--- config.mk ---
export PLATFORM = sky130hd
export DESIGN_NAME = id_ex_stage
export DESIGN_NICKNAME = d
export VERILOG_FILES = /design/src/rtl/riscv_pkg.sv /design/src/rtl/hazard_detect.sv /design/src/rtl/id_ex_stage.sv
export SDC_FILE = /design/constraint.sdc
export NUM_CORES = 1
export LEC_CHECK = 0
export CORE_MARGIN = 5
export CORE_UTILIZATION = 40
export DETAILED_ROUTE_END_ITERATION = 6
export GPL_TIMING_DRIVEN = 0
export PLACE_DENSITY = 0.83
export SKIP_LAST_GASP = 1
export SYNTH_ARGS = -nofsm -noshare
export SYNTH_HDL_FRONTEND = slang
export SYNTH_SLANG_ARGS = --single-unit
--- constraint.sdc ---
create_clock -name clk -period 3.71 [get_ports clk]
set_clock_uncertainty 0.05 [all_clocks]
set_input_delay 0.5565 -clock clk [delete_from_list [all_inputs] [get_ports clk]]
set_output_delay 0.5565 -clock clk [all_outputs]
set_load 0.005 [all_outputs]
--- src/rtl/riscv_pkg.sv ---
// Shared RISC-V pipeline definitions.
// Contents: default datapath / control-bundle widths, register-address width,
// control-bundle bit positions and base opcode constants used by the ID/EX
// stage and its hazard comparator.
package riscv_pkg;

    localparam int unsigned XLEN       = 32;
    localparam int unsigned CTRL_W     = 14;
    localparam int unsigned REG_ADDR_W = 5;

    // Control-bundle bit positions
    localparam int unsigned MEMTOREG_BIT = 3;
    localparam int unsigned REGWRITE_BIT = 4;
    localparam int unsigned MEMREAD_BIT  = 5;
    localparam int unsigned MEMWRITE_BIT = 6;
    localparam int unsigned BRANCH_BIT   = 7;

    // Base opcodes (instr[6:0])
    localparam logic [6:0] OP_LOAD   = 7'b0000011;
    localparam logic [6:0] OP_STORE  = 7'b0100011;
    localparam logic [6:0] OP_BRANCH = 7'b1100011;
    localparam logic [6:0] OP_JAL    = 7'b1101111;
    localparam logic [6:0] OP_JALR   = 7'b1100111;
    localparam logic [6:0] OP_OP     = 7'b0110011;
    localparam logic [6:0] OP_OP_IMM = 7'b0010011;
    localparam logic [6:0] OP_LUI    = 7'b0110111;
    localparam logic [6:0] OP_AUIPC  = 7'b0010111;

endpackage

--- src/rtl/hazard_detect.sv ---
// Load-use hazard comparator (purely combinational).
// Ports:
//   ex_valid, ex_memread, ex_rd      - instruction currently in EX
//   id_valid, id_uses_rs1/2, id_rs1/2 - instruction currently in decode
//   load_use                         - decode instruction needs a value the
//                                      EX load has not produced yet
module hazard_detect
    import riscv_pkg::*;
(
    input  logic                  ex_valid,
    input  logic                  ex_memread,
    input  logic [REG_ADDR_W-1:0] ex_rd,
    input  logic                  id_valid,
    input  logic                  id_uses_rs1,
    input  logic [REG_ADDR_W-1:0] id_rs1,
    input  logic                  id_uses_rs2,
    input  logic [REG_ADDR_W-1:0] id_rs2,
    output logic                  load_use
);

    logic rs1_match;
    logic rs2_match;

    assign rs1_match = id_uses_rs1 && (id_rs1 == ex_rd);
    assign rs2_match = id_uses_rs2 && (id_rs2 == ex_rd);

    // x0 is never a real dependency
    assign load_use = ex_valid && ex_memread && (ex_rd != '0) && id_valid
                      && (rs1_match || rs2_match);

endmodule

--- src/rtl/id_ex_stage.sv ---
// ID/EX pipeline register with load-use bubble insertion.
// Ports:
//   clk, reset (synchronous, active-high)
//   id_*         - decode-stage instruction fields
//   flush        - kill the decode-stage instruction (taken branch in EX)
//   hold         - freeze this stage (downstream not ready)
//   ex_*         - registered EX-stage copies
//   stall        - combinational request to freeze PC and IF/ID
//   bubble_cnt, flush_cnt - only when ID_EX_PERF_CNT_EN is defined
// Priority per edge: reset > hold > flush > load-use > normal capture.
module id_ex_stage #(
    parameter int unsigned XLEN   = riscv_pkg::XLEN,
    parameter int unsigned CTRL_W = riscv_pkg::CTRL_W
) (
    input  logic              clk,
    input  logic              reset,
    input  logic              id_valid,
    input  logic [CTRL_W-1:0] id_signals,
    input  logic [XLEN-1:0]   id_pc,
    input  logic [XLEN-1:0]   id_rs1_data,
    input  logic [XLEN-1:0]   id_rs2_data,
    input  logic [XLEN-1:0]   id_imm,
    input  logic [4:0]        id_rs1,
    input  logic [4:0]        id_rs2,
    input  logic [4:0]        id_rd,
    input  logic [3:0]        id_funct,
    input  logic              id_uses_rs1,
    input  logic              id_uses_rs2,
    input  logic              flush,
    input  logic              hold,
    output logic              ex_valid,
    output logic [CTRL_W-1:0] ex_signals,
    output logic [XLEN-1:0]   ex_pc,
    output logic [XLEN-1:0]   ex_rs1_data,
    output logic [XLEN-1:0]   ex_rs2_data,
    output logic [XLEN-1:0]   ex_imm,
    output logic [4:0]        ex_rs1,
    output logic [4:0]        ex_rs2,
    output logic [4:0]        ex_rd,
    output logic [3:0]        ex_funct,
    output logic              stall
`ifdef ID_EX_PERF_CNT_EN
    ,
    output logic [31:0]       bubble_cnt,
    output logic [31:0]       flush_cnt
`endif
);

    import riscv_pkg::*;

    logic load_use;
    logic kill;

    hazard_detect u_hazard_detect (
        .ex_valid    (ex_valid),
        .ex_memread  (ex_signals[MEMREAD_BIT]),
        .ex_rd       (ex_rd),
        .id_valid    (id_valid),
        .id_uses_rs1 (id_uses_rs1),
        .id_rs1      (id_rs1),
        .id_uses_rs2 (id_uses_rs2),
        .id_rs2      (id_rs2),
        .load_use    (load_use)
    );

    // A flush makes the hazard moot: the dependent instruction is gone.
    assign stall = (load_use && !flush) || hold;
    assign kill  = flush || load_use;

    // Datapath fields are captured even when killed; they are don't-care
    // while ex_valid is low, and skipping the mux keeps the register simple.
    always_ff @(posedge clk) begin
        if (reset) begin
            ex_valid    <= 1'b0;
            ex_signals  <= '0;
            ex_pc       <= '0;
            ex_rs1_data <= '0;
            ex_rs2_data <= '0;
            ex_imm      <= '0;
            ex_rs1      <= '0;
            ex_rs2      <= '0;
            ex_rd       <= '0;
            ex_funct    <= '0;
        end else if (!hold) begin
            ex_valid    <= id_valid && !kill;
            ex_signals  <= (id_valid && !kill) ? id_signals : '0;
            ex_pc       <= id_pc;
            ex_rs1_data <= id_rs1_data;
            ex_rs2_data <= id_rs2_data;
            ex_imm      <= id_imm;
            ex_rs1      <= id_rs1;
            ex_rs2      <= id_rs2;
            ex_rd       <= id_rd;
            ex_funct    <= id_funct;
        end
    end

`ifdef ID_EX_PERF_CNT_EN
    // Flush takes precedence, so a flushed hazard counts as a flush only.
    always_ff @(posedge clk) begin
        if (reset) begin
            bubble_cnt <= '0;
            flush_cnt  <= '0;
        end else if (!hold) begin
            if (flush) begin
                if (id_valid) begin
                    flush_cnt <= flush_cnt + 32'd1;
                end
            end else if (load_use) begin
                bubble_cnt <= bubble_cnt + 32'd1;
            end
        end
    end
`endif

endmodule
==> results.sh <==
export IMPL_cp_required_ns=3.10
export IMPL_drive_gt1_share_pct=6.07
export IMPL_cts_resized=0
export IMPL_hold_path_class="reg2reg"
export IMPL_antenna_found_initial=0
export IMPL_io_pins=331
export IMPL_portBuffers=329
export IMPL_synth_simple_gate_area_share_pct=11.1
export IMPL_core_area_um2=14500
export IMPL_drtIter0Drc=179
export IMPL_pre_cts_ws_ns=0.315
export IMPL_synth_top_family_by_area="multiplexers"
export IMPL_critical_path_class="in2out"
export IMPL_tns_ns=0
export IMPL_maxSlewViolCount=0
export IMPL_synth_xor_area_share_pct=1.48
export IMPL_synth_nets=730
export IMPL_grt_pass1_vias=5488
export IMPL_max_stage_delay_ns=0.53
export IMPL_dp_final_hpwl_um=15200
export IMPL_syn_area_um2=5900
export IMPL_drv_cap=0
export IMPL_track_usage_pct=21.4
export IMPL_grt_max_degree=17
export IMPL_cp_cell_sequence="clkdlybuf4s50_1, xnor2_1, nand4_1, o22ai_1, buf_4, a21o_1, clkdlybuf4s50_1"
export IMPL_instances_no_fill=1107
export IMPL_fin_nets=1078
export IMPL_powerDensity_nw_per_um2=432
export IMPL_finalPower_mw=4.32
export IMPL_synthAdderAreaFrac_pct=0
export IMPL_diodes=0
export IMPL_route_detailed_drc=0
export IMPL_cts_clk_slew_worst_paths_ns=0.06
export IMPL_setup_viol=0
export IMPL_path_common_cell="clkdlybuf4s50_1"
export IMPL_syn_to_final_growth_pct=69.8
export IMPL_final_common_cell="clkdlybuf4s50_1"
export IMPL_gp_congestion=0.812
export IMPL_fin_ws_ns=0.352
export IMPL_clockBufferDepth=2
export IMPL_placed_cells=1075
export IMPL_crit_path_start_kind="input port"
export IMPL_worstSetupEndpointType="output port"
export IMPL_worstPathArrival_ns=2.75
export IMPL_cts_setup_buffers=0
export IMPL_synth_cells=562
export IMPL_clock_root_buffer="clkbuf_16"
export IMPL_firstDrtPassIters=5
export IMPL_cts_tree="built"
export IMPL_max_freq_ghz=0.298
export IMPL_final_cell_mix="clkdlybuf4s50_1, dfxtp_1, nor2_1"
export IMPL_die_area_um2=17300
export IMPL_grt_ovfl_total=0
export IMPL_rsz0062_at_grt="no"
export IMPL_htreeDepth=4
export IMPL_cts_buffers_inserted=17
export IMPL_worst_slew_pin_slew_ns=0.644
export IMPL_grt_pass1_wl_um=29600
export IMPL_finalCritPeriodShare_pct=90.5
export IMPL_ant_nets=0
export IMPL_synth_compound_area_share_pct=4.16
export IMPL_yosysUniqueCellTypes=23
export IMPL_routed_wirelength_um=19400
export IMPL_wl_per_cell_um=17.5
export IMPL_initial_core_util_pct=40.7
export IMPL_clock_sinks=162
export IMPL_synth_avg_cell_area_um2=10.5
export IMPL_synth_warning_count=0
export IMPL_critPathSlowestCell="clkdlybuf4s50_1"
export IMPL_synthMuxAreaShare_pct=24.9
export IMPL_hold_buffers=0
export IMPL_max_slew_margin_pct=57.1
export IMPL_rows=44
export IMPL_die_x_um=131
export IMPL_seq_area_frac_synth_pct=55.0
export IMPL_status="complete, no violations"
export IMPL_clk_latency_ns=0.42
export IMPL_fin_util_pct=69.2
export IMPL_hold_violations=0
export IMPL_avgViaCountPerCell=4.80
export IMPL_period_minus_slack_ns=3.36
export IMPL_worstPathMaxFanout=10
export IMPL_vias=5318
export IMPL_peakVddDrop_mv=0.273
export IMPL_synth_seq_cells=162
export IMPL_p_leak_nw=4.19
export IMPL_die_y_um=131
metal layers:
layer  vias up  wire (µm)  global-route usage [%]
met1      2428       7500                    23.1
met3        37       1850                    8.79
met5         -          0                       0
met2       255       9450                    37.2
met4         0        566                    8.34
li1       2598          -                       -
Yosys cell counts:
master	count	area, µm²
o21ai_1	3	15.0
buf_2	17	85.1
nor2_1	148	556
buf_6	1	11.3
dfxtp_1	162	3240
a21o_1	1	7.51
o21ai_0	12	60.1
nor2b_1	1	6.26
nand2_1	16	60.1
a22oi_1	1	7.51
o22ai_1	1	6.26
clkbuf_4	2	15.0
o2111ai_4	1	26.3
xnor2_1	10	87.6
mux2i_1	147	1470
clkbuf_1	16	60.1
a32oi_1	14	123
nor4b_1	1	8.76
nand4_1	2	12.5
inv_1	1	3.75
or4_4	1	11.3
buf_1	2	7.51
buf_4	2	15.0
worst paths after layout:
path / startpoint / endpoint / slack [ns] / depth (start not counted)
setup reg to reg: ex_rd[4]$_SDFFE_PP0N_ / ex_signals[9]$_SDFFE_PP0N_ / 1.86 / 5
hold / removal: ex_signals[10]$_SDFFE_PP0N_ / ex_signals[10]$_SDFFE_PP0N_ / 0.42 / 2
setup / recovery: id_rs2[3] / stall / 0.35 / 7
hold reg to reg: ex_signals[10]$_SDFFE_PP0N_ / ex_signals[10]$_SDFFE_PP0N_ / 0.42 / 2
flip-flops by register name (all words and copies together) (netlist names):
| name | count |
|---|---|
| ex_rs1 | 5 |
| ex_signals | 14 |
| ex_funct | 4 |
| ex_rs2 | 5 |
| ex_rd | 5 |
| ex_rs1_data | 32 |
| ex_pc | 32 |
| ex_imm | 32 |
| ex_rs2_data | 32 |
| ex_valid | 1 |
logic make-up after synthesis:
kind of cell,Yosys count
AO/OA/AOI/OAI,33
XOR/XNOR,10
buffers and inverters,41
flip-flops,162
multiplexers,147
AND/OR/NAND/NOR,169
critical path: cells and delay by family:
family                 cells  cell delay (ns)
buffers and inverters      3             1.30
AO/OA/AOI/OAI              2             0.62
XOR/XNOR                   1             0.14
AND/OR/NAND/NOR            1             0.13
final cells by class:
class,instances,area (µm²)
inverter,1,3.75
fill,1095,4460
multi-input combinational,359,2460
sequential,162,3240
tap,184,230
buffer,40,194
timing repair buffer,329,3290
clock buffer,18,439
clock inverter,14,155
stage by stage:
step           area [µm²]  hold WS [ns]
2_1_floorplan        5900         0.410
3_3_place_gp         9420         0.397
3_5_place_dp         9420         0.408
4_1_cts             10000         0.423
5_1_grt             10000         0.449
6_report            10000         0.424
power by group:
| group | switching (mW) | leakage [nW] | internal, mW | total [mW] |
|---|---|---|---|---|
| logic | 0.235 | 2.57 | 0.433 | 0.668 |
| clock network | 0.734 | 0.281 | 1.02 | 1.75 |
| registers | 0.0594 | 1.34 | 1.84 | 1.90 |
Power figures use the tool's default switching activity.
